## config.mk

```make
export PLATFORM = sky130hd
export DESIGN_NAME = game_flow_ctrl
export DESIGN_NICKNAME = d
export VERILOG_FILES = /design/src/rtl/game_flow_ctrl.sv
export SDC_FILE = /design/constraint.sdc
export NUM_CORES = 1
export LEC_CHECK = 0
export CORE_ASPECT_RATIO = 0.8
export CORE_MARGIN = 3
export CORE_UTILIZATION = 54
export CTS_BUF_LIST = sky130_fd_sc_hd__clkbuf_8
export DETAILED_ROUTE_END_ITERATION = 16
export PLACE_DENSITY = 0.86
export RECOVER_POWER = 25
export SYNTH_ARGS = -nofsm -noshare
export SYNTH_HDL_FRONTEND = slang
export SYNTH_SLANG_ARGS = --single-unit
```

## constraint.sdc

```tcl
create_clock -name clk -period 2.5 [get_ports clk]
set_input_delay 0.5 -clock clk [delete_from_list [all_inputs] [get_ports clk]]
set_output_delay 0.5 -clock clk [all_outputs]
set_load 0.01 [all_outputs]
```

## src/rtl/game_flow_ctrl.sv

```systemverilog
// Game sequencer: menu -> intro animation -> play -> death/win/lose -> end screen.
// Drives the intro block's reset/enable, tracks lives and selects the screen.
module game_flow_ctrl #(
   parameter int unsigned LIVES        = 3,
   parameter int unsigned RST_PULSE    = 4,
   parameter int unsigned ANIM_TIMEOUT = 650_000_000,
   parameter int unsigned DEATH_HOLD   = 65_000_000,
   parameter int unsigned END_HOLD     = 130_000_000
) (
   input  logic       clk,
   input  logic       rst,
   input  logic       start_btn,
   input  logic       animation,
   input  logic       player_hit,
   input  logic       player_win,
   output logic       anim_rst,
   output logic       game_en,
   output logic       play_en,
   output logic [1:0] lives,
   output logic [1:0] screen,
   output logic [2:0] state_dbg
);

   typedef enum logic [2:0] {
      ST_MENU, ST_ANIM_RST, ST_ANIM, ST_PLAY, ST_DEATH, ST_WIN, ST_LOSE
   } state_e;

   localparam logic [31:0] RST_LAST   = 32'(RST_PULSE - 1);
   localparam logic [31:0] ANIM_LAST  = 32'(ANIM_TIMEOUT - 1);
   localparam logic [31:0] DEATH_LAST = 32'(DEATH_HOLD - 1);
   localparam logic [31:0] END_LAST   = 32'(END_HOLD - 1);
   localparam logic [1:0]  LIVES_INIT = 2'(LIVES);

   state_e      state_q, state_d;
   logic [31:0] cnt_q, cnt_d;
   logic [1:0]  lives_q, lives_d;
   logic        start_q;
   logic        anim_rst_q, anim_rst_d;
   logic        game_en_q, game_en_d;
   logic        play_en_q, play_en_d;
   logic [1:0]  screen_q, screen_d;
   logic        start_rise;

   assign start_rise = start_btn & ~start_q;

   always_ff @(posedge clk) begin
      if (rst) begin
         state_q    <= ST_MENU;
         cnt_q      <= '0;
         lives_q    <= '0;
         start_q    <= 1'b0;
         anim_rst_q <= 1'b0;
         game_en_q  <= 1'b0;
         play_en_q  <= 1'b0;
         screen_q   <= '0;
      end else begin
         state_q    <= state_d;
         cnt_q      <= cnt_d;
         lives_q    <= lives_d;
         start_q    <= start_btn;
         anim_rst_q <= anim_rst_d;
         game_en_q  <= game_en_d;
         play_en_q  <= play_en_d;
         screen_q   <= screen_d;
      end
   end

   // Output flops decode the current state, so they trail state_q by one cycle.
   always_comb begin
      state_d    = state_q;
      cnt_d      = cnt_q + 32'd1;
      lives_d    = lives_q;
      anim_rst_d = 1'b0;
      game_en_d  = 1'b0;
      play_en_d  = 1'b0;
      screen_d   = 2'd1;
      case (state_q)
         ST_MENU: begin
            screen_d = 2'd0;
            cnt_d    = '0;
            if (start_rise) begin
               lives_d = LIVES_INIT;
               state_d = ST_ANIM_RST;
            end
         end
         ST_ANIM_RST: begin
            anim_rst_d = 1'b1;
            if (cnt_q == RST_LAST) begin
               cnt_d   = '0;
               state_d = ST_ANIM;
            end
         end
         ST_ANIM: begin
            game_en_d = 1'b1;
            if (!animation || cnt_q == ANIM_LAST) begin
               cnt_d   = '0;
               state_d = ST_PLAY;
            end
         end
         ST_PLAY: begin
            game_en_d = 1'b1;
            play_en_d = 1'b1;
            cnt_d     = '0;
            if (player_win) begin
               state_d = ST_WIN;
            end else if (player_hit) begin
               if (lives_q <= 2'd1) begin
                  lives_d = '0;
                  state_d = ST_LOSE;
               end else begin
                  lives_d = lives_q - 2'd1;
                  state_d = ST_DEATH;
               end
            end
         end
         ST_DEATH: begin
            if (cnt_q == DEATH_LAST) begin
               cnt_d   = '0;
               state_d = ST_ANIM_RST;
            end
         end
         ST_WIN, ST_LOSE: begin
            screen_d = (state_q == ST_WIN) ? 2'd2 : 2'd3;
            // Saturate so the screen stays accept-ready indefinitely.
            if (cnt_q == END_LAST) begin
               cnt_d = cnt_q;
               if (start_rise) begin
                  cnt_d   = '0;
                  state_d = ST_MENU;
               end
            end
         end
         default: begin
            state_d  = ST_MENU;
            cnt_d    = '0;
            screen_d = 2'd0;
         end
      endcase
   end

   assign anim_rst  = anim_rst_q;
   assign game_en   = game_en_q;
   assign play_en   = play_en_q;
   assign screen    = screen_q;
   assign lives     = lives_q;
   assign state_dbg = state_q;

endmodule

```

After elaboration in Yosys (flattened, before gate mapping)
Cells that the tools add are included.

word-level totals
  input bits = 6
  word-level logic and storage cells = 68
  output and inout port bits = 10
  RAM bits = 0
  memories = 0
  latch bits = 0
  register bits after elaboration = 43
  bits in read-only memories = 0

operators by class
  muxes and demuxes = 26
  reduce and logical (&&, ||, !) cells = 9
  eq/ne operators = 20
  shift operators = 0
  magnitude comparators = 1
  bitwise operators = 2
  add/subtract/negate cells = 2
  div/mod/pow operators = 0
  multipliers = 0

operators with widths
  operator                                                                 number
  32-bit two-way mux                                                       5
  32-bit case mux with 4 select lines                                      1
  32-bit by 1-bit adder with 32-bit output, second input constant          1
  32-bit by 2-bit equality test with 1-bit output, second input constant   1
  32-bit by 26-bit equality test with 1-bit output, second input constant  1
  32-bit by 27-bit equality test with 1-bit output, second input constant  1
  32-bit by 30-bit equality test with 1-bit output, second input constant  1
  3-bit two-way mux                                                        8
  3-bit case mux with 6 select lines                                       1
  2-bit inequality test, second input constant                             8
  2-bit two-way mux                                                        5
  3-bit equality test, second input constant                               3
  2-bit case mux with 2 select lines                                       2
  7-bit AND reduction                                                      1
  3-bit by 2-bit equality test with 1-bit output, second input constant    2
  3-bit inequality test, second input constant                             2
  1-bit two-way mux                                                        4
  4-bit AND reduction                                                      1
  2-bit OR reduction                                                       2
  4-bit OR reduction                                                       1
  3-bit by 1-bit equality test with 1-bit output, second input constant    1
  3-bit logical NOT                                                        1
  2-bit by 1-bit <= comparator with 1-bit output, second input constant    1
  2-bit nonzero test                                                       1
  other kinds (5)                                                          5

Longest topological paths before layout
Gate-level depths: netlist (run 1).

  word-level depth = 5
  depth in mapped cells = 9
  depth with buffers taken out = 8

Worst setup path before layout (run 1)
OpenSTA, ideal clock, no wires.

  path kind = register to register
  from = register cnt_q[0]
  to = register cnt_q[1]
  buffers on the path = 1
  path slack = 0.005 ns
  setup time = 0.128 ns
  arrival = 2.367 ns
  stages on the path, launching flop included = 10
  cells stage by stage = dfxtp_1 -> ha_1 -> nand4_2 -> or2_4 -> or4_4 -> o2bb2ai_2 -> or3_4 -> buf_6 -> a22oi_1 -> nor2_1

between the ends
  longest elaborated chain between the ends = 4
  elaborated cells between the ends (all ways) = 12

ends and longest elaborated chain
  what                                                                              line  RTL
  start, declared                                                                   35    logic [31:0] cnt_q, cnt_d;
  start signal, assigned                                                            58    cnt_q <= cnt_d;
  branches (longest 4 deep; another with 32-bit by 1-bit adder with 32-bit output)  --

Parallel ways; which one is timed is not known.
A chain may end at the register's enable or synchronous reset.

Final worst setup path (run 1)
  from = register cnt_q[18]
  to = register state_q[1], in the netlist state_dbg[1]

between the ends
  longest elaborated chain between the ends = 4
  elaborated cells between the ends (all ways) = 10

ends and longest elaborated chain
  what                                              line  RTL
  32-bit by 30-bit equality test with 1-bit output  95    if (!animation || cnt_q == ANIM_LAST) begin
  1-bit logical OR                                  95
  2-bit inequality test (no source line)            --
  7-bit AND reduction (no source line) (*)          --
  end signal, assigned                              57    state_q <= state_d;
  end, declared                                     34    state_e state_q, state_d;

Every way passes the cells marked *; elsewhere a longest branch is shown, timed or not.

==> results.py, run 1 <==
metrics = {
    "clock_tree": {
        "root_buffer": "clkbuf_8",
        "cts_tree": "done",
        "ctsLongestPathBuffers": 2,
        "path_clk_slew_ps": 80,
        "clk-insertion-delay-late_ps": 300,
        "cts_buffers": 5,
        "cts-hold-fix-buffers": 0,
        "cts_sinks": 43,
        "htree_levels": 2,
    },
    "power": {
        "worst_ir_drop_vdd_uv": 533.9,
        "power_density_mw_per_mm2": 661.5,
        "p_leak_uw": 0.0009619,
    },
    "synth": {
        "syn_avg_cell_area_um2": 8.242,
        "synth_seq_cells": 43,
        "ys.flop_type": "dfxtp_1",
        "synth_area_leader_cell": "dfxtp_1",
        "ys_top_cells_by_area": "dfxtp_1, nor2_1, xor2_1, xnor2_1, nand2_1",
        "syn-cell-area_mm2": 0.002118,
        "ys_types": 46,
        "synth_edf_count": 0,
        "synthCells": 257,
        "yosysSeqAreaShare_pct": 40.64,
        "yosys_warnings": 0,
        "yosys.area.top_type_share_pct": 40.64,
        "ys_async_sr_fraction_pct": 0,
        "synthTopCellsByCount": "nor2_1, dfxtp_1, nand2_1",
        "syn-num-nets": 264,
        "synthMostInstantiatedCell": "nor2_1",
    },
    "floorplanning": {
        "die_w_um": 76.03,
        "rows": 19,
        "die_h_um": 62.02,
        "die-area_mm2": 0.004715,
        "core_mm2": 0.003590,
        "initial_core_util_pct": 59.01,
        "top_level_ports": 16,
    },
    "placement": {
        "dp_hpwl_mm": 3.642,
        "dp_worst_setup_slack_ps": 19.11,
        "routabilityCongestion": 0.8879,
        "port_buffers": 15,
        "place_area_mm2": 0.002431,
    },
    "drt": {
        "post_drt_wl_per_cell_um": 14.80,
        "detail_route.vias_per_cell": 5.551,
        "drc": 0,
        "ant_nets": 0,
        "wirelength_mm": 5.106,
        "drtIter0Drc": 238,
        "dr.pass1.iters": 4,
        "vias": 1915,
    },
    "run_status": {
        "status": "finished, final reports clean",
    },
    "run": {
        "drv_cap": 0,
    },
    "timing": {
        "maxSlewHeadroom_pct": 59.97,
        "finClkSkew_ps": 4.906,
        "hold_slack_ps": 526.9,
        "tightest_slew_ps": 595.4,
        "finalSetupViolCount": 0,
        "hold_viol_final": 0,
        "fin_crit_sh_pct": 100.0,
        "fmax_mhz": 400.0,
        "finalMaxSlewViolations": 0,
        "period_needed_ps": 2500,
        "worst_slack_ps": 0.01266,
    },
    "critical_path": {
        "endpoint_kind": "flip-flop",
        "rrSetupSlack_ps": 0.01,
        "crit_path_max_fanout": 7,
        "start_kind": "flip-flop",
        "worstPathRequired_ps": 2690,
        "worstSetupPathType": "reg2reg",
        "cp_data_arrival_time_ps": 2690,
    },
    "final_layout": {
        "final_cell_area_mm2": 0.002582,
        "drive_gt1_share_pct": 16.04,
        "antenna_cells": 0,
        "multi_input_area_mm2": 0.001226,
        "register_area_um2": 860.8,
        "nNetsFinal": 299,
        "fill_cells": 276,
        "area_growth_pct": 21.91,
    },
    "global_routing": {
        "grt_max_degree": 21,
        "overflow": 0,
        "grt_pass1_vias": 1795,
        "grt_pass1_wl_mm": 8.217,
        "groute.usage.overall_pct": 22.10,
        "antenna_found_initial": 0,
    },
    "hold_path": {
        "hp-class": "reg2reg",
    },
}
-- cell usage in the layout, fill, tap and decap left out, types with 2 or more instances in the layout --
| master | n |
|---|---|
| clkbuf_8 | 7 |
| a31oi_1 | 2 |
| and3_1 | 7 |
| xor2_1 | 16 |
| o21ai_1 | 2 |
| a211oi_1 | 2 |
| xnor2_1 | 14 |
| dfxtp_1 | 43 |
| inv_1 | 7 |
| nand3_1 | 15 |
| dlygate4sd3_1 | 7 |
| nor3_2 | 3 |
| nor4_1 | 7 |
| or4_1 | 2 |
| nand4_1 | 7 |
| nor4_2 | 3 |
| clkdlybuf4s50_1 | 8 |
| nor3_1 | 3 |
| or3_4 | 4 |
| a21oi_1 | 11 |
| nand2_1 | 22 |
| and2_1 | 2 |
| nor2_1 | 49 |
| buf_4 | 20 |
| nor2b_1 | 6 |
-- registers in the layout, summed over array words and instances (netlist names) --
signal and flops:
anim_rst 1, cnt_q 32, game_en 1, lives 2, play_en 1, screen 2, start_q 1, state_dbg 3
-- where the power goes --
part	internal (µW)	switching, µW
registers	729	53.9
clock network	248	236
logic	195	246
-- kinds of logic (layout without fill, tap and decap cells) --
family          count (synthesis)  in the layout  synth area share (%)
flops                          43             43                 40.64
compound gates                 26             26                 7.974
buf+inv                        15             50                 3.721
xor+xnor                       30             30                 12.40
fa+ha+maj                       1              1                0.5906
simple gates                  142            143                 34.67
-- path summary, 6_finish.rpt --
path,end,cells past startpoint,from
max,state_dbg[1]$_SDFFE_PP0P_,8,cnt_q[18]$_SDFFE_PP0P_
min,lives[1]$_SDFFE_PP0P_,2,lives[1]$_SDFFE_PP0P_
max reg2reg,state_dbg[1]$_SDFFE_PP0P_,8,cnt_q[18]$_SDFFE_PP0P_
min reg2reg,lives[1]$_SDFFE_PP0P_,2,lives[1]$_SDFFE_PP0P_
-- critical path: stages (launching register included) --
cell and delay, ps:
dfxtp_1 390, nand2_2 80, buf_4 130, or3_2 460, nor4_1 340, o2bb2ai_1 200, or3_4 470, nor3_2 220
nor3_1 80
-- stage by stage --
stage                     power (µW)  setup TNS [ps]  std cells  utilization [%]
after floorplan                 1063               0        257                -
after global placement          1172               0        336            67.72
after detailed placement        1193               0        336            67.72
after CTS                       1669               0        344            70.65
after global routing            1778          -184.2        345            71.94
final                           1708               0        345            71.94
-- metal layers --
metal,track usage (%),part of all wire [%],wire length (µm),vias to the layer above
met3,4.467,7.0,357,13
li1,-,-,-,956
met1,29.19,47,2389,870
met5,0,0,0,-
met2,36.99,44,2269,76
met4,8.269,1.8,90,0
-- timing repair --
item,in CTS,in global routing
cloned,0,1
endpoints found under the setup margin,1,33
pin swaps,0,3
resized for setup,1,8
setup buffers,0,0
-- final cells by class --
class / count / area share (%)
clock buffers: 7 / 3.731
clock inverters: 1 / 0.1453
inverters: 7 / 1.163
multi-input cells: 200 / 47.48
flip-flops and latches: 43 / 33.33
well taps: 52 / 2.519
repair buffers: 35 / 11.63
(Power assumes the default switching activity.)
==> run 2, diff against run 1 <==
- CTS_CLUSTER_DIAMETER: not set -> 120
==> results of run 2 <==
The final DEF is identical to that of run 1; final timing and power are the same.
==> patch 1: new RTL, flow settings as in run 1 <==
Compare `cnt_q` against `DEATH_LAST` with >= in place of ==.
--- a/src/rtl/game_flow_ctrl.sv
+++ b/src/rtl/game_flow_ctrl.sv
@@ -115,5 +115,5 @@
          end
          ST_DEATH: begin
-            if (cnt_q == DEATH_LAST) begin
+            if (cnt_q >= DEATH_LAST) begin
                cnt_d   = '0;
                state_d = ST_ANIM_RST;
Behaviour: no difference found for any inputs over 10 cycles, from zero or initial values and one cycle with rst high; that may be too few to reach the edited logic, so the function may still have changed.
==> patch 1 against run 1 <==
- synthesized cell count increased by 6.2%
- sequential cell count unchanged
- cell area increased by 18%
- utilization increased by 0.17 points
- critical path type unchanged
- power increased by 20%
- critical path depth unchanged
- largest cell class unchanged
- clock skew increased by 0.0030 ns
- setup slack improved by 0.11 ns
- highest routed layer unchanged
- final cell count increased by 11%
- wire length increased by 25%
- area after synthesis increased by 13%
==> patch 1: results <==
run_status:
  status: "finished clean"
setup_path:
  worst_ep_arrival_time_ns: 2.58
  worstPathMaxFanout: 3
  critical_path.reg2reg.startpoint: "cnt_q[6]$_SDFFE_PP0P_"
final_layout:
  buffer_area_share_pct: 17.5
  clkbuf_count: 5
  layout-drive-gt1-share_pct: 20.8
  final.fill_count: 299
  layout.nets: 333
  non_clock_inverter_count: 4
  share_of_the_final_layout_cell_area_in_sequential_cells_pct: 28.2
  layout.comb_gates.multi_input: 206
  area_share_clock_buf_inv_pct: 4.35
  layout.non_clock_buffers: 66
drt:
  met3WireLength_um: 472
  wl_met2_mm: 2.71
  vias: 2303
power_and_ir_drop:
  switching_share_pct: 30.5
  pwr-share-clk_pct: 30.7
  p_leak_nw: 1.06
  ir_worst_vdd_mv: 0.458
placement:
  dp_hpwl_mm: 4.55
floorplanning:
  tap_cells: 57
min_path:
  endpoint_of_the_worst_hold_path: "lives[0]$_SDFFE_PP0P_"
  min-delay-start: "lives[0]$_SDFFE_PP0P_"
grt:
  via_count_of_the_first_global_routing_pass: 2195
  grt_met3_use_pct: 4.11
  grt_pass1_wl_mm: 10.9
  largest_net_degree_at_the_start_of_global_routing: 23
sta:
  skew_ns: 0.00795
## patch 1: tightest hold or removal path, delay by kind of cell, from the launching register on
kind	cells	cell delay [ns]
flops	1	0.33
simple gates	1	0.10
compound gates	1	0.05
## patch 1: per-stage QoR
step / worst slack [ns] / instances / hold slack (ns)
global route: 0.0172 / 384 / 0.558
finish: 0.108 / 384 / 0.518
global placement: -0.270 / 371 / 0.504
floorplan: 0.251 / 273 / 0.478
CTS: 0.0407 / 382 / 0.522
detailed placement: -0.360 / 371 / 0.509
## patch 1: cell families (layout without fill, tap and decap cells)
kind of cell	count (synthesis)	after routing	share of synthesized area, %
adders and majority gates	1	1	0.522
xor gates and xnor gates	31	31	11.3
DFF	43	43	35.9
and+or+nand+nor	130	131	32.4
muxes	3	3	1.46
AOI/OAI and AO/OA	40	40	13.5
buffers and inverters	25	78	4.90
## patch 1: timing repair
action	CTS	global route
pin swaps	2	3
setup endpoints to repair	31	17
gates cloned	1	0
setup buffers	2	2
resized for setup	1	0
hold buffers	0	0
endpoints found under the hold margin	0	0
==> patch 2: new RTL, config.mk and constraints of run 1 <==
Without the edit above. The parameter `ANIM_TIMEOUT` goes from 650_000_000 to 487_500_000.
--- a/src/rtl/game_flow_ctrl.sv
+++ b/src/rtl/game_flow_ctrl.sv
@@ -4,5 +4,5 @@
    parameter int unsigned LIVES        = 3,
    parameter int unsigned RST_PULSE    = 4,
-   parameter int unsigned ANIM_TIMEOUT = 650_000_000,
+   parameter int unsigned ANIM_TIMEOUT = 487_500_000,
    parameter int unsigned DEATH_HOLD   = 65_000_000,
    parameter int unsigned END_HOLD     = 130_000_000
Function: same outputs for any inputs over 10 cycles, from zero or initial values and one cycle with rst high; that may be too few to reach the edited logic, so the function may still have changed.
==> patch 2 against run 1 <==
- combinational power rose by 9.7%
- setup slack gained 0.19 ns
- synthesized cell count up 5.8%
- count of clock-buffer cells in the layout decreased by 2
- area after synthesis grew 7.5%
- cell area is 1.7% higher
- wire length up 8.1%
- sequential cell count stayed put
- power is 1.6% lower
- clock skew is 0.0013 ns higher
- largest cell class unchanged
- largest power group unchanged
==> patch 2: results <==
run_status:
  status: "finished clean"
power_and_ir_drop:
  seqPwrFrac_pct: 46.7
  comb_power_mw: 0.485
  power.net_switching_mw: 0.554
  comb_power_share_pct: 28.9
  ir_worst_vdd_mv: 0.338
sta:
  peak_clock_frequency_supported_by_timing_mhz: 433
  worstMarginPinSlew_ns: 0.511
yosys:
  synthXorXnorAreaFrac_pct: 11.2
  synth_mux_area_share_pct: 1.54
  synth_commonest_cells: "dfxtp_1, nor2_1, nand2_1, xnor2_1, nand3_1"
  synth_sequential_area_ratio_pct: 37.8
  netlist-cell-type-count: 52
  netlist_top_cells_area: "dfxtp_1, xnor2_1, nor2_1, nand2_1, nand3_1"
  synth_nets: 279
  synthAdderAreaFrac_pct: 0.549
grt:
  grt_pass1_wl_mm: 9.45
  grt_met3_use_pct: 5.35
  met1_usage_pct: 35.3
  grt_usage_pct: 24.0
final_layout:
  final.fill_count: 343
  area_share_clock_buf_inv_pct: 3.10
  buffer_area_share_pct: 9.71
  numSequentialCells: 43
placement:
  dp_hpwl_mm: 4.24
setup_path:
  reg2reg_slack_ns: 0.19
  worst_path_largest_cell_delay_ns: 0.50
  worstPathMaxFanout: 5
  critical_path.reg2reg.startpoint: "cnt_q[27]$_SDFFE_PP0P_"
  critical_path.n_buffers_inverters: 0
drt:
  met3WireLength_um: 410
  wl_met2_mm: 2.40
min_path:
  endpoint_of_the_worst_hold_path: "lives[0]$_SDFFE_PP0P_"
## patch 2: changes by cell type in the layout (fill, tap and decap cells not counted), moves of 4 or more
cell     before  now
nand4_1       7   11
buf_4        20   13
xor2_1       16    8
o31ai_1       1    6
inv_1         7   11
xnor2_1      14   21
nor2_1       49   39
nor3_1        3   11
## patch 2: metrics by stage
stage	cell area [um^2]	std cells	TNS [ns]
4_1_cts	2620	353	0
5_1_grt	2630	353	0
2_1_floorplan	2280	272	0
6_report	2630	353	0
3_5_place_dp	2540	345	-0.707
3_3_place_gp	2540	345	0
## patch 2: logic make-up (layout without fill, tap and decap cells)
group / Yosys count / after routing
XOR/XNOR: 29 / 29
buffers and inverters: 21 / 47
multiplexers: 3 / 3
adder cells (fa/ha/maj): 1 / 1
AO/OA/AOI/OAI: 29 / 29
flip-flops: 43 / 43
AND/OR/NAND/NOR: 146 / 146
## patch 2: timing repair
item,in CTS,in global routing
cloned,0,0
pin swaps,0,1
setup endpoints to repair,20,26
gates resized for setup,1,2
